$ cat src/rtl/riscv_v_uop_seq_if.sv
// Decode-to-read-stage handshake bundle for the vector micro-op sequencer.
// slave = sequencer view, master = decode/read-stage environment view.
interface riscv_v_uop_seq_if #(
  parameter int ADDR_W = 5,
  parameter int IDX_W  = 3
);
  logic              in_valid;
  logic              in_ready;
  logic [ADDR_W-1:0] in_vs1;
  logic [ADDR_W-1:0] in_vs2;
  logic [ADDR_W-1:0] in_vd;
  logic [2:0]        in_vlmul;
  logic              in_vs1_fixed;
  logic              in_vd_single;
  logic              out_valid;
  logic              out_ready;
  logic [ADDR_W-1:0] out_vs1;
  logic [ADDR_W-1:0] out_vs2;
  logic [ADDR_W-1:0] out_vd;
  logic [IDX_W-1:0]  out_idx;
  logic              out_first;
  logic              out_last;

  modport slave (
    input  in_valid, in_vs1, in_vs2, in_vd, in_vlmul, in_vs1_fixed, in_vd_single, out_ready,
    output in_ready, out_valid, out_vs1, out_vs2, out_vd, out_idx, out_first, out_last
  );

  modport master (
    output in_valid, in_vs1, in_vs2, in_vd, in_vlmul, in_vs1_fixed, in_vd_single, out_ready,
    input  in_ready, out_valid, out_vs1, out_vs2, out_vd, out_idx, out_first, out_last
  );
endinterface

$ cat src/rtl/riscv_v_uop_seq.sv
// Vector micro-op sequencer: expands one decoded instruction into LMUL register-group micro-ops.
// Optional performance counters are enabled by defining RISCV_V_UOP_SEQ_PERF_EN.
module riscv_v_uop_seq #(
  parameter int NUM_VREGS = 32,
  parameter int ADDR_W    = $clog2(NUM_VREGS),
  parameter int MAX_LMUL  = 8,
  parameter int IDX_W     = (MAX_LMUL > 1) ? $clog2(MAX_LMUL) : 1
) (
  input  logic        clk,
  input  logic        rst,
  input  logic        clear_pipe,
  input  logic        stall,
  riscv_v_uop_seq_if.slave io,
  output logic        illegal,
  output logic [31:0] perf_uops,
  output logic [31:0] perf_instrs,
  output logic [31:0] perf_illegal
);

  localparam int AW_EXT = (ADDR_W > 4) ? ADDR_W : 4;

  typedef enum logic {ST_IDLE = 1'b0, ST_SEQ = 1'b1} state_t;

  function automatic logic [3:0] group_size(input logic [2:0] vlmul);
    logic [3:0] n;
    case (vlmul)
      3'b000:  n = 4'd1;
      3'b001:  n = 4'd2;
      3'b010:  n = 4'd4;
      3'b011:  n = 4'd8;
      default: n = 4'd1;
    endcase
    return n;
  endfunction

  function automatic logic is_aligned(input logic [AW_EXT-1:0] base, input logic [3:0] n);
    return (base & AW_EXT'(n - 4'd1)) == {AW_EXT{1'b0}};
  endfunction

  state_t            state_r, state_nxt;
  logic [IDX_W-1:0]  cnt_r, cnt_nxt;
  logic [IDX_W-1:0]  last_r, last_nxt;
  logic [ADDR_W-1:0] vs1_r, vs1_nxt, vs2_r, vs2_nxt, vd_r, vd_nxt;
  logic              fixed_r, fixed_nxt, single_r, single_nxt;
  logic              out_valid_r, out_valid_nxt;
  logic [ADDR_W-1:0] out_vs1_r, out_vs1_nxt, out_vs2_r, out_vs2_nxt, out_vd_r, out_vd_nxt;
  logic [IDX_W-1:0]  out_idx_r, out_idx_nxt;
  logic              out_first_r, out_first_nxt, out_last_r, out_last_nxt;
  logic              illegal_r, illegal_nxt;

  logic [3:0]        n_s;
  logic              reserved_s, too_big_s, misalign_s, bad_s;
  logic              in_ready_s, accept_s, hs_s;
  logic [ADDR_W-1:0] cnt_ext_s;

  assign n_s        = group_size(io.in_vlmul);
  assign reserved_s = (io.in_vlmul == 3'b100);
  assign too_big_s  = ({28'd0, n_s} > 32'(MAX_LMUL));
  // Fixed vs1 and single-register vd are not group operands, so they carry no alignment rule.
  assign misalign_s = !is_aligned(AW_EXT'(io.in_vs2), n_s)
                   || (!io.in_vs1_fixed && !is_aligned(AW_EXT'(io.in_vs1), n_s))
                   || (!io.in_vd_single && !is_aligned(AW_EXT'(io.in_vd), n_s));
  assign bad_s      = reserved_s || too_big_s || misalign_s;

  assign in_ready_s = !stall && (state_r == ST_IDLE) && (!out_valid_r || io.out_ready);
  assign accept_s   = io.in_valid && in_ready_s && !clear_pipe;
  assign hs_s       = out_valid_r && io.out_ready;
  assign cnt_ext_s  = ADDR_W'(cnt_r);

  assign io.in_ready  = in_ready_s;
  assign io.out_valid = out_valid_r;
  assign io.out_vs1   = out_vs1_r;
  assign io.out_vs2   = out_vs2_r;
  assign io.out_vd    = out_vd_r;
  assign io.out_idx   = out_idx_r;
  assign io.out_first = out_first_r;
  assign io.out_last  = out_last_r;
  assign illegal      = illegal_r;

  // Next-state and next-micro-op selection: flush, then stall, then accept/sequence.
  always_comb begin
    state_nxt     = state_r;
    cnt_nxt       = cnt_r;
    last_nxt      = last_r;
    vs1_nxt       = vs1_r;
    vs2_nxt       = vs2_r;
    vd_nxt        = vd_r;
    fixed_nxt     = fixed_r;
    single_nxt    = single_r;
    out_valid_nxt = out_valid_r;
    out_vs1_nxt   = out_vs1_r;
    out_vs2_nxt   = out_vs2_r;
    out_vd_nxt    = out_vd_r;
    out_idx_nxt   = out_idx_r;
    out_first_nxt = out_first_r;
    out_last_nxt  = out_last_r;
    illegal_nxt   = 1'b0;
    if (clear_pipe) begin
      state_nxt     = ST_IDLE;
      cnt_nxt       = {IDX_W{1'b0}};
      out_valid_nxt = 1'b0;
    end else if (stall) begin
      illegal_nxt = 1'b0;
    end else begin
      case (state_r)
        ST_IDLE: begin
          if (accept_s) begin
            if (bad_s) begin
              illegal_nxt   = 1'b1;
              out_valid_nxt = 1'b0;
            end else begin
              out_valid_nxt = 1'b1;
              out_vs1_nxt   = io.in_vs1;
              out_vs2_nxt   = io.in_vs2;
              out_vd_nxt    = io.in_vd;
              out_idx_nxt   = {IDX_W{1'b0}};
              out_first_nxt = 1'b1;
              out_last_nxt  = (n_s == 4'd1);
              vs1_nxt       = io.in_vs1;
              vs2_nxt       = io.in_vs2;
              vd_nxt        = io.in_vd;
              fixed_nxt     = io.in_vs1_fixed;
              single_nxt    = io.in_vd_single;
              last_nxt      = IDX_W'(n_s - 4'd1);
              if (n_s != 4'd1) begin
                state_nxt = ST_SEQ;
                cnt_nxt   = IDX_W'(1);
              end else begin
                state_nxt = ST_IDLE;
                cnt_nxt   = {IDX_W{1'b0}};
              end
            end
          end else if (hs_s) begin
            out_valid_nxt = 1'b0;
          end else begin
            out_valid_nxt = out_valid_r;
          end
        end
        ST_SEQ: begin
          if (hs_s) begin
            out_valid_nxt = 1'b1;
            out_vs1_nxt   = vs1_r + (fixed_r ? {ADDR_W{1'b0}} : cnt_ext_s);
            out_vs2_nxt   = vs2_r + cnt_ext_s;
            out_vd_nxt    = vd_r + (single_r ? {ADDR_W{1'b0}} : cnt_ext_s);
            out_idx_nxt   = cnt_r;
            out_first_nxt = 1'b0;
            out_last_nxt  = (cnt_r == last_r);
            if (cnt_r == last_r) begin
              state_nxt = ST_IDLE;
              cnt_nxt   = {IDX_W{1'b0}};
            end else begin
              state_nxt = ST_SEQ;
              cnt_nxt   = cnt_r + IDX_W'(1);
            end
          end else begin
            state_nxt = ST_SEQ;
          end
        end
        default: begin
          state_nxt     = ST_IDLE;
          cnt_nxt       = {IDX_W{1'b0}};
          out_valid_nxt = 1'b0;
        end
      endcase
    end
  end

  // State, latched instruction and registered micro-op outputs.
  always_ff @(posedge clk) begin
    if (rst) begin
      state_r     <= ST_IDLE;
      cnt_r       <= {IDX_W{1'b0}};
      last_r      <= {IDX_W{1'b0}};
      vs1_r       <= {ADDR_W{1'b0}};
      vs2_r       <= {ADDR_W{1'b0}};
      vd_r        <= {ADDR_W{1'b0}};
      fixed_r     <= 1'b0;
      single_r    <= 1'b0;
      out_valid_r <= 1'b0;
      out_vs1_r   <= {ADDR_W{1'b0}};
      out_vs2_r   <= {ADDR_W{1'b0}};
      out_vd_r    <= {ADDR_W{1'b0}};
      out_idx_r   <= {IDX_W{1'b0}};
      out_first_r <= 1'b0;
      out_last_r  <= 1'b0;
      illegal_r   <= 1'b0;
    end else begin
      state_r     <= state_nxt;
      cnt_r       <= cnt_nxt;
      last_r      <= last_nxt;
      vs1_r       <= vs1_nxt;
      vs2_r       <= vs2_nxt;
      vd_r        <= vd_nxt;
      fixed_r     <= fixed_nxt;
      single_r    <= single_nxt;
      out_valid_r <= out_valid_nxt;
      out_vs1_r   <= out_vs1_nxt;
      out_vs2_r   <= out_vs2_nxt;
      out_vd_r    <= out_vd_nxt;
      out_idx_r   <= out_idx_nxt;
      out_first_r <= out_first_nxt;
      out_last_r  <= out_last_nxt;
      illegal_r   <= illegal_nxt;
    end
  end

`ifdef RISCV_V_UOP_SEQ_PERF_EN
  logic [31:0] perf_uops_r, perf_instrs_r, perf_illegal_r;

  // Event counters survive flushes; illegal is counted at the accept that raises the pulse.
  always_ff @(posedge clk) begin
    if (rst) begin
      perf_uops_r    <= 32'd0;
      perf_instrs_r  <= 32'd0;
      perf_illegal_r <= 32'd0;
    end else if (!stall) begin
      if (hs_s) perf_uops_r <= perf_uops_r + 32'd1;
      if (accept_s && !bad_s) perf_instrs_r <= perf_instrs_r + 32'd1;
      if (accept_s && bad_s) perf_illegal_r <= perf_illegal_r + 32'd1;
    end
  end

  assign perf_uops    = perf_uops_r;
  assign perf_instrs  = perf_instrs_r;
  assign perf_illegal = perf_illegal_r;
`else
  assign perf_uops    = 32'd0;
  assign perf_instrs  = 32'd0;
  assign perf_illegal = 32'd0;
`endif

endmodule

$ cat src/flat_wrapper.sv
// flat-port wrapper written by rule: the top's interface ports become plain ports
module riscv_v_uop_seq_flat 
#(
  parameter int NUM_VREGS = 32,
  parameter int ADDR_W    = $clog2(NUM_VREGS),
  parameter int MAX_LMUL  = 8,
  parameter int IDX_W     = (MAX_LMUL > 1) ? $clog2(MAX_LMUL) : 1
)
  (clk, rst, clear_pipe, stall, illegal, perf_uops, perf_instrs, perf_illegal, io_in_valid, io_in_vs1, io_in_vs2, io_in_vd, io_in_vlmul, io_in_vs1_fixed, io_in_vd_single, io_out_ready, io_in_ready, io_out_valid, io_out_vs1, io_out_vs2, io_out_vd, io_out_idx, io_out_first, io_out_last);
  riscv_v_uop_seq_if #(.ADDR_W(ADDR_W), .IDX_W(IDX_W)) io_i ();
  input  logic clk;
  input  logic rst;
  input  logic clear_pipe;
  input  logic stall;
  output logic illegal;
  output logic [31:0] perf_uops;
  output logic [31:0] perf_instrs;
  output logic [31:0] perf_illegal;
  input wire logic [$bits(io_i.in_valid)-1:0] io_in_valid;
  input wire logic [$bits(io_i.in_vs1)-1:0] io_in_vs1;
  input wire logic [$bits(io_i.in_vs2)-1:0] io_in_vs2;
  input wire logic [$bits(io_i.in_vd)-1:0] io_in_vd;
  input wire logic [$bits(io_i.in_vlmul)-1:0] io_in_vlmul;
  input wire logic [$bits(io_i.in_vs1_fixed)-1:0] io_in_vs1_fixed;
  input wire logic [$bits(io_i.in_vd_single)-1:0] io_in_vd_single;
  input wire logic [$bits(io_i.out_ready)-1:0] io_out_ready;
  output wire logic [$bits(io_i.in_ready)-1:0] io_in_ready;
  output wire logic [$bits(io_i.out_valid)-1:0] io_out_valid;
  output wire logic [$bits(io_i.out_vs1)-1:0] io_out_vs1;
  output wire logic [$bits(io_i.out_vs2)-1:0] io_out_vs2;
  output wire logic [$bits(io_i.out_vd)-1:0] io_out_vd;
  output wire logic [$bits(io_i.out_idx)-1:0] io_out_idx;
  output wire logic [$bits(io_i.out_first)-1:0] io_out_first;
  output wire logic [$bits(io_i.out_last)-1:0] io_out_last;
  assign io_i.in_valid = io_in_valid;
  assign io_i.in_vs1 = io_in_vs1;
  assign io_i.in_vs2 = io_in_vs2;
  assign io_i.in_vd = io_in_vd;
  assign io_i.in_vlmul = io_in_vlmul;
  assign io_i.in_vs1_fixed = io_in_vs1_fixed;
  assign io_i.in_vd_single = io_in_vd_single;
  assign io_i.out_ready = io_out_ready;
  assign io_in_ready = io_i.in_ready;
  assign io_out_valid = io_i.out_valid;
  assign io_out_vs1 = io_i.out_vs1;
  assign io_out_vs2 = io_i.out_vs2;
  assign io_out_vd = io_i.out_vd;
  assign io_out_idx = io_i.out_idx;
  assign io_out_first = io_i.out_first;
  assign io_out_last = io_i.out_last;
  riscv_v_uop_seq #(.NUM_VREGS(NUM_VREGS), .ADDR_W(ADDR_W), .MAX_LMUL(MAX_LMUL), .IDX_W(IDX_W)) u_core (.clk(clk), .rst(rst), .clear_pipe(clear_pipe), .stall(stall), .io(io_i), .illegal(illegal), .perf_uops(perf_uops), .perf_instrs(perf_instrs), .perf_illegal(perf_illegal));
endmodule
$ cat config.mk
export PLATFORM = sky130hd
export DESIGN_NAME = riscv_v_uop_seq_flat
export DESIGN_NICKNAME = d
export VERILOG_FILES = /design/src/rtl/riscv_v_uop_seq_if.sv /design/src/rtl/riscv_v_uop_seq.sv /design/src/flat_wrapper.sv
export SDC_FILE = /design/constraint.sdc
export NUM_CORES = 1
export LEC_CHECK = 0
export ABC_AREA = 1
export ABC_CLOCK_PERIOD_IN_PS = 3200
export BUFFER_PORTS_ARGS = -buffer_cell sky130_fd_sc_hd__buf_2
export CAP_MARGIN = 10
export CORE_ASPECT_RATIO = 1.75
export CORE_UTILIZATION = 45
export DETAILED_ROUTE_END_ITERATION = 12
export GPL_TIMING_DRIVEN = 0
export PLACE_DENSITY = 0.76
export SETUP_SLACK_MARGIN = 0.05
export SLEW_MARGIN = 10
export SYNTH_ARGS = -nofsm -noshare
export SYNTH_HDL_FRONTEND = slang
export SYNTH_SLANG_ARGS = --single-unit
$ cat constraint.sdc
create_clock -name clk -period 3.2 [get_ports clk]
set_input_delay 0.48 -clock clk [delete_from_list [all_inputs] [get_ports clk]]
set_output_delay 0.48 -clock clk [all_outputs]
set_load 0.005 [all_outputs]
==> impl_metrics.json <==
{
  "drtIter0Drc": 96,
  "tritoncts": "built",
  "cts.repair.resized": 0,
  "vias": 3051,
  "regArea_um2": 920.9,
  "timing.rr.start": "u_core.cnt_r[0]",
  "grt_pass1_wl_um": 11420,
  "drtAntennaViolNets": 0,
  "synth_area_um2": 3332,
  "grt_max_degree": 15,
  "cp-startpoint": "u_core.cnt_r[0]",
  "clock_sinks": 46,
  "antenna_found_initial": 0,
  "max_slew_margin_pct": 64.32,
  "fin_cells": 738,
  "wirelength_um": 7457,
  "htreeDepth": 2,
  "irDropWorstVdd_uv": 243.6,
  "final_cell_mix": "nand2_1, buf_4, conb_1",
  "min-delay-start": "io_in_vd_single",
  "synth_seq_cells": 46,
  "power_density_nw_per_um2": 356.2,
  "globalplace.congestion": 0.8898,
  "worst_hold_slack_ns": 0.4479,
  "post_cts_buffers": 0,
  "final_common_cell": "nand2_1",
  "hold_buffers": 0,
  "maxCapViolations": 0,
  "overflow": 0,
  "worstPathMaxFanout": 6,
  "finalSetupTns_ns": 0,
  "p_leak_uw": 0.002487,
  "yosysUniqueCellTypes": 26,
  "setup.worst_path.end_class": "flop",
  "core-area_um2": 7182,
  "tightest_slew_ns": 0.5352,
  "final_util_pct": 58.90,
  "layout_min_cycle_time_ns": 2.196,
  "rsz0062_at_grt": "no",
  "crit_required_ns": 3.39,
  "multi_input_area_um2": 1708,
  "worst_ep_arrival_time_ns": 2.39,
  "die_area_um2": 7766,
  "setup_viol": 0,
  "firstDrtPassIters": 4,
  "die_x_um": 67.05,
  "syn_avg_cell_area_um2": 6.637,
  "status": "complete, no violations",
  "n_fill_cell": 713,
  "clk_latency_ns": 0.29,
  "die_height_um": 115.8,
  "cts.reportedPaths.clkPinSlew_ns": 0.07,
  "ys.warnings.count": 0,
  "start_util_pct": 46.39,
  "drive_above_1_share_pct": 25.46,
  "drv_slew": 0,
  "dp.cells": 730,
  "root_buffer": "clkbuf_16",
  "final-hold-violation-count": 0,
  "hp-class": "input port to flop",
  "max_freq_mhz": 455.4,
  "io_pins": 145,
  "wl_per_cell_um": 10.10,
  "vias_per_cell": 4.134,
  "cts-buffers-inserted": 5,
  "critPathLaunchType": "flop",
  "timing.final.crit_share_pct": 68.62,
  "rows": 41,
  "nets": 690,
  "areaGrowthSynthToFinish_pct": 26.96,
  "antennaDiodeCount": 0,
  "critPathKind": "flop to flop",
  "skew_ns": 0.007036,
  "port_buffers": 47,
  "hpwlAfterDp_um": 6083,
  "drc": 0,
  "ys_seq_area_share_pct": 27.64,
  "grt_util_all_layers_pct": 19.57,
  "synthCells": 502,
  "cts.path.max_buffers": 2,
  "grt_pass1_vias": 2591
}
==> final cells by class <==
| class | instances | share of cell area (%) |
|---|---|---|
| plain buffers | 110 | 18.84 |
| flip-flops and latches | 46 | 21.77 |
| clock buffers | 6 | 3.283 |
| clock inverters | 2 | 1.420 |
| repair buffers | 47 | 5.560 |
| inverters | 70 | 6.211 |
| multi-input cells | 371 | 40.37 |
| well taps | 86 | 2.544 |
==> logic make-up after synthesis <==
group,count (synthesis),share of synthesized area (%)
buffers and inverters,180,31.81
AOI/OAI and AO/OA,63,9.688
DFF,46,27.64
and+or+nand+nor,195,24.15
adders and majority gates,13,5.558
other,1,0.1125
xor gates and xnor gates,4,1.052
==> cell usage after synthesis <==
library cell | instances | share of area [%]
or2_2 | 1 | 0.19
o31ai_1 | 2 | 0.45
buf_1 | 3 | 0.34
nand4_1 | 5 | 0.94
dfxtp_1 | 46 | 28
nand3_4 | 1 | 0.53
inv_1 | 69 | 7.8
nand2_1 | 112 | 13
clkbuf_1 | 4 | 0.45
a31oi_1 | 2 | 0.38
ha_1 | 10 | 3.8
o21ai_0 | 28 | 4.2
nor2_1 | 62 | 7.0
fa_1 | 3 | 1.8
nand3_1 | 9 | 1.4
a21oi_1 | 31 | 4.7
inv_2 | 1 | 0.11
xor2_1 | 1 | 0.26
buf_2 | 4 | 0.60
buf_6 | 2 | 0.68
xnor2_1 | 3 | 0.79
nand4_4 | 1 | 0.64
buf_4 | 97 | 22
nand2_4 | 1 | 0.34
conb_1 | 1 | 0.11
nor2_2 | 3 | 0.56
==> stage by stage <==
stage / setup slack, ns / instance area (um^2) / power [uW]
finish: 1.004 / 4230 / 1507
global route: 0.8582 / 4230 / 1562
CTS: 1.033 / 4230 / 1511
detailed placement: 1.050 / 4031 / 818.1
global placement: 1.117 / 4031 / 815.2
floorplan: 1.367 / 3689 / 774.5
==> routing by layer <==
| layer | up-vias | part of all wire, % | track usage (%) |
|---|---|---|---|
| met4 | 0 | 2.8 | 11.21 |
| met1 | 1251 | 36 | 19.12 |
| met3 | 14 | 8.7 | 3.248 |
| met5 | - | 0 | 0 |
| li1 | 1636 | - | - |
| met2 | 150 | 53 | 36.93 |
==> where the power goes <==
| part | internal (uW) | switching, uW |
|---|---|---|
| sequential | 583 | 6.35 |
| clock | 469 | 226 |
| combinational | 111 | 111 |
| total | 1160 | 344 |
==> sequential cells by signal, indices dropped and copies added (netlist names) <==
| signal | count |
|---|---|
| u_core.illegal | 1 |
| u_core.vs1_r | 5 |
| u_core.vs2_r | 5 |
| u_core.io.out_vs2 | 5 |
| u_core.cnt_r | 3 |
| u_core.single_r | 1 |
| u_core.io.out_idx | 3 |
| u_core.io.out_valid | 1 |
| u_core.io.out_vs1 | 5 |
| u_core.vd_r | 5 |
| u_core.last_r | 3 |
| u_core.io.out_first | 1 |
| u_core.fixed_r | 1 |
| u_core.io.out_vd | 5 |
| u_core.state_r | 1 |
| u_core.io.out_last | 1 |
==> final timing paths <==
| check | slack [ns] | depth (start not counted) | end |
|---|---|---|---|
| setup / recovery | 1.00 | 13 | u_core.io.out_vd[4] |
| hold / removal | 0.45 | 3 | u_core.single_r |
| setup reg to reg | 1.00 | 13 | u_core.io.out_vd[4] |
| hold reg to reg | 0.47 | 2 | u_core.vs1_r[4] |
==> critical path: stages (launching register included) <==
cell and delay, ns:
dfxtp_1 0.48, inv_1 0.11, nor2_1 0.10, ha_1 0.19, inv_1 0.07, fa_1 0.39, nor2_1 0.16, nor2_1 0.05
nor2_1 0.14, a21oi_1 0.09, o21ai_0 0.10, nand2_1 0.07, nor2_1 0.10, nor2_1 0.05
Power figures use the tool's default switching activity.
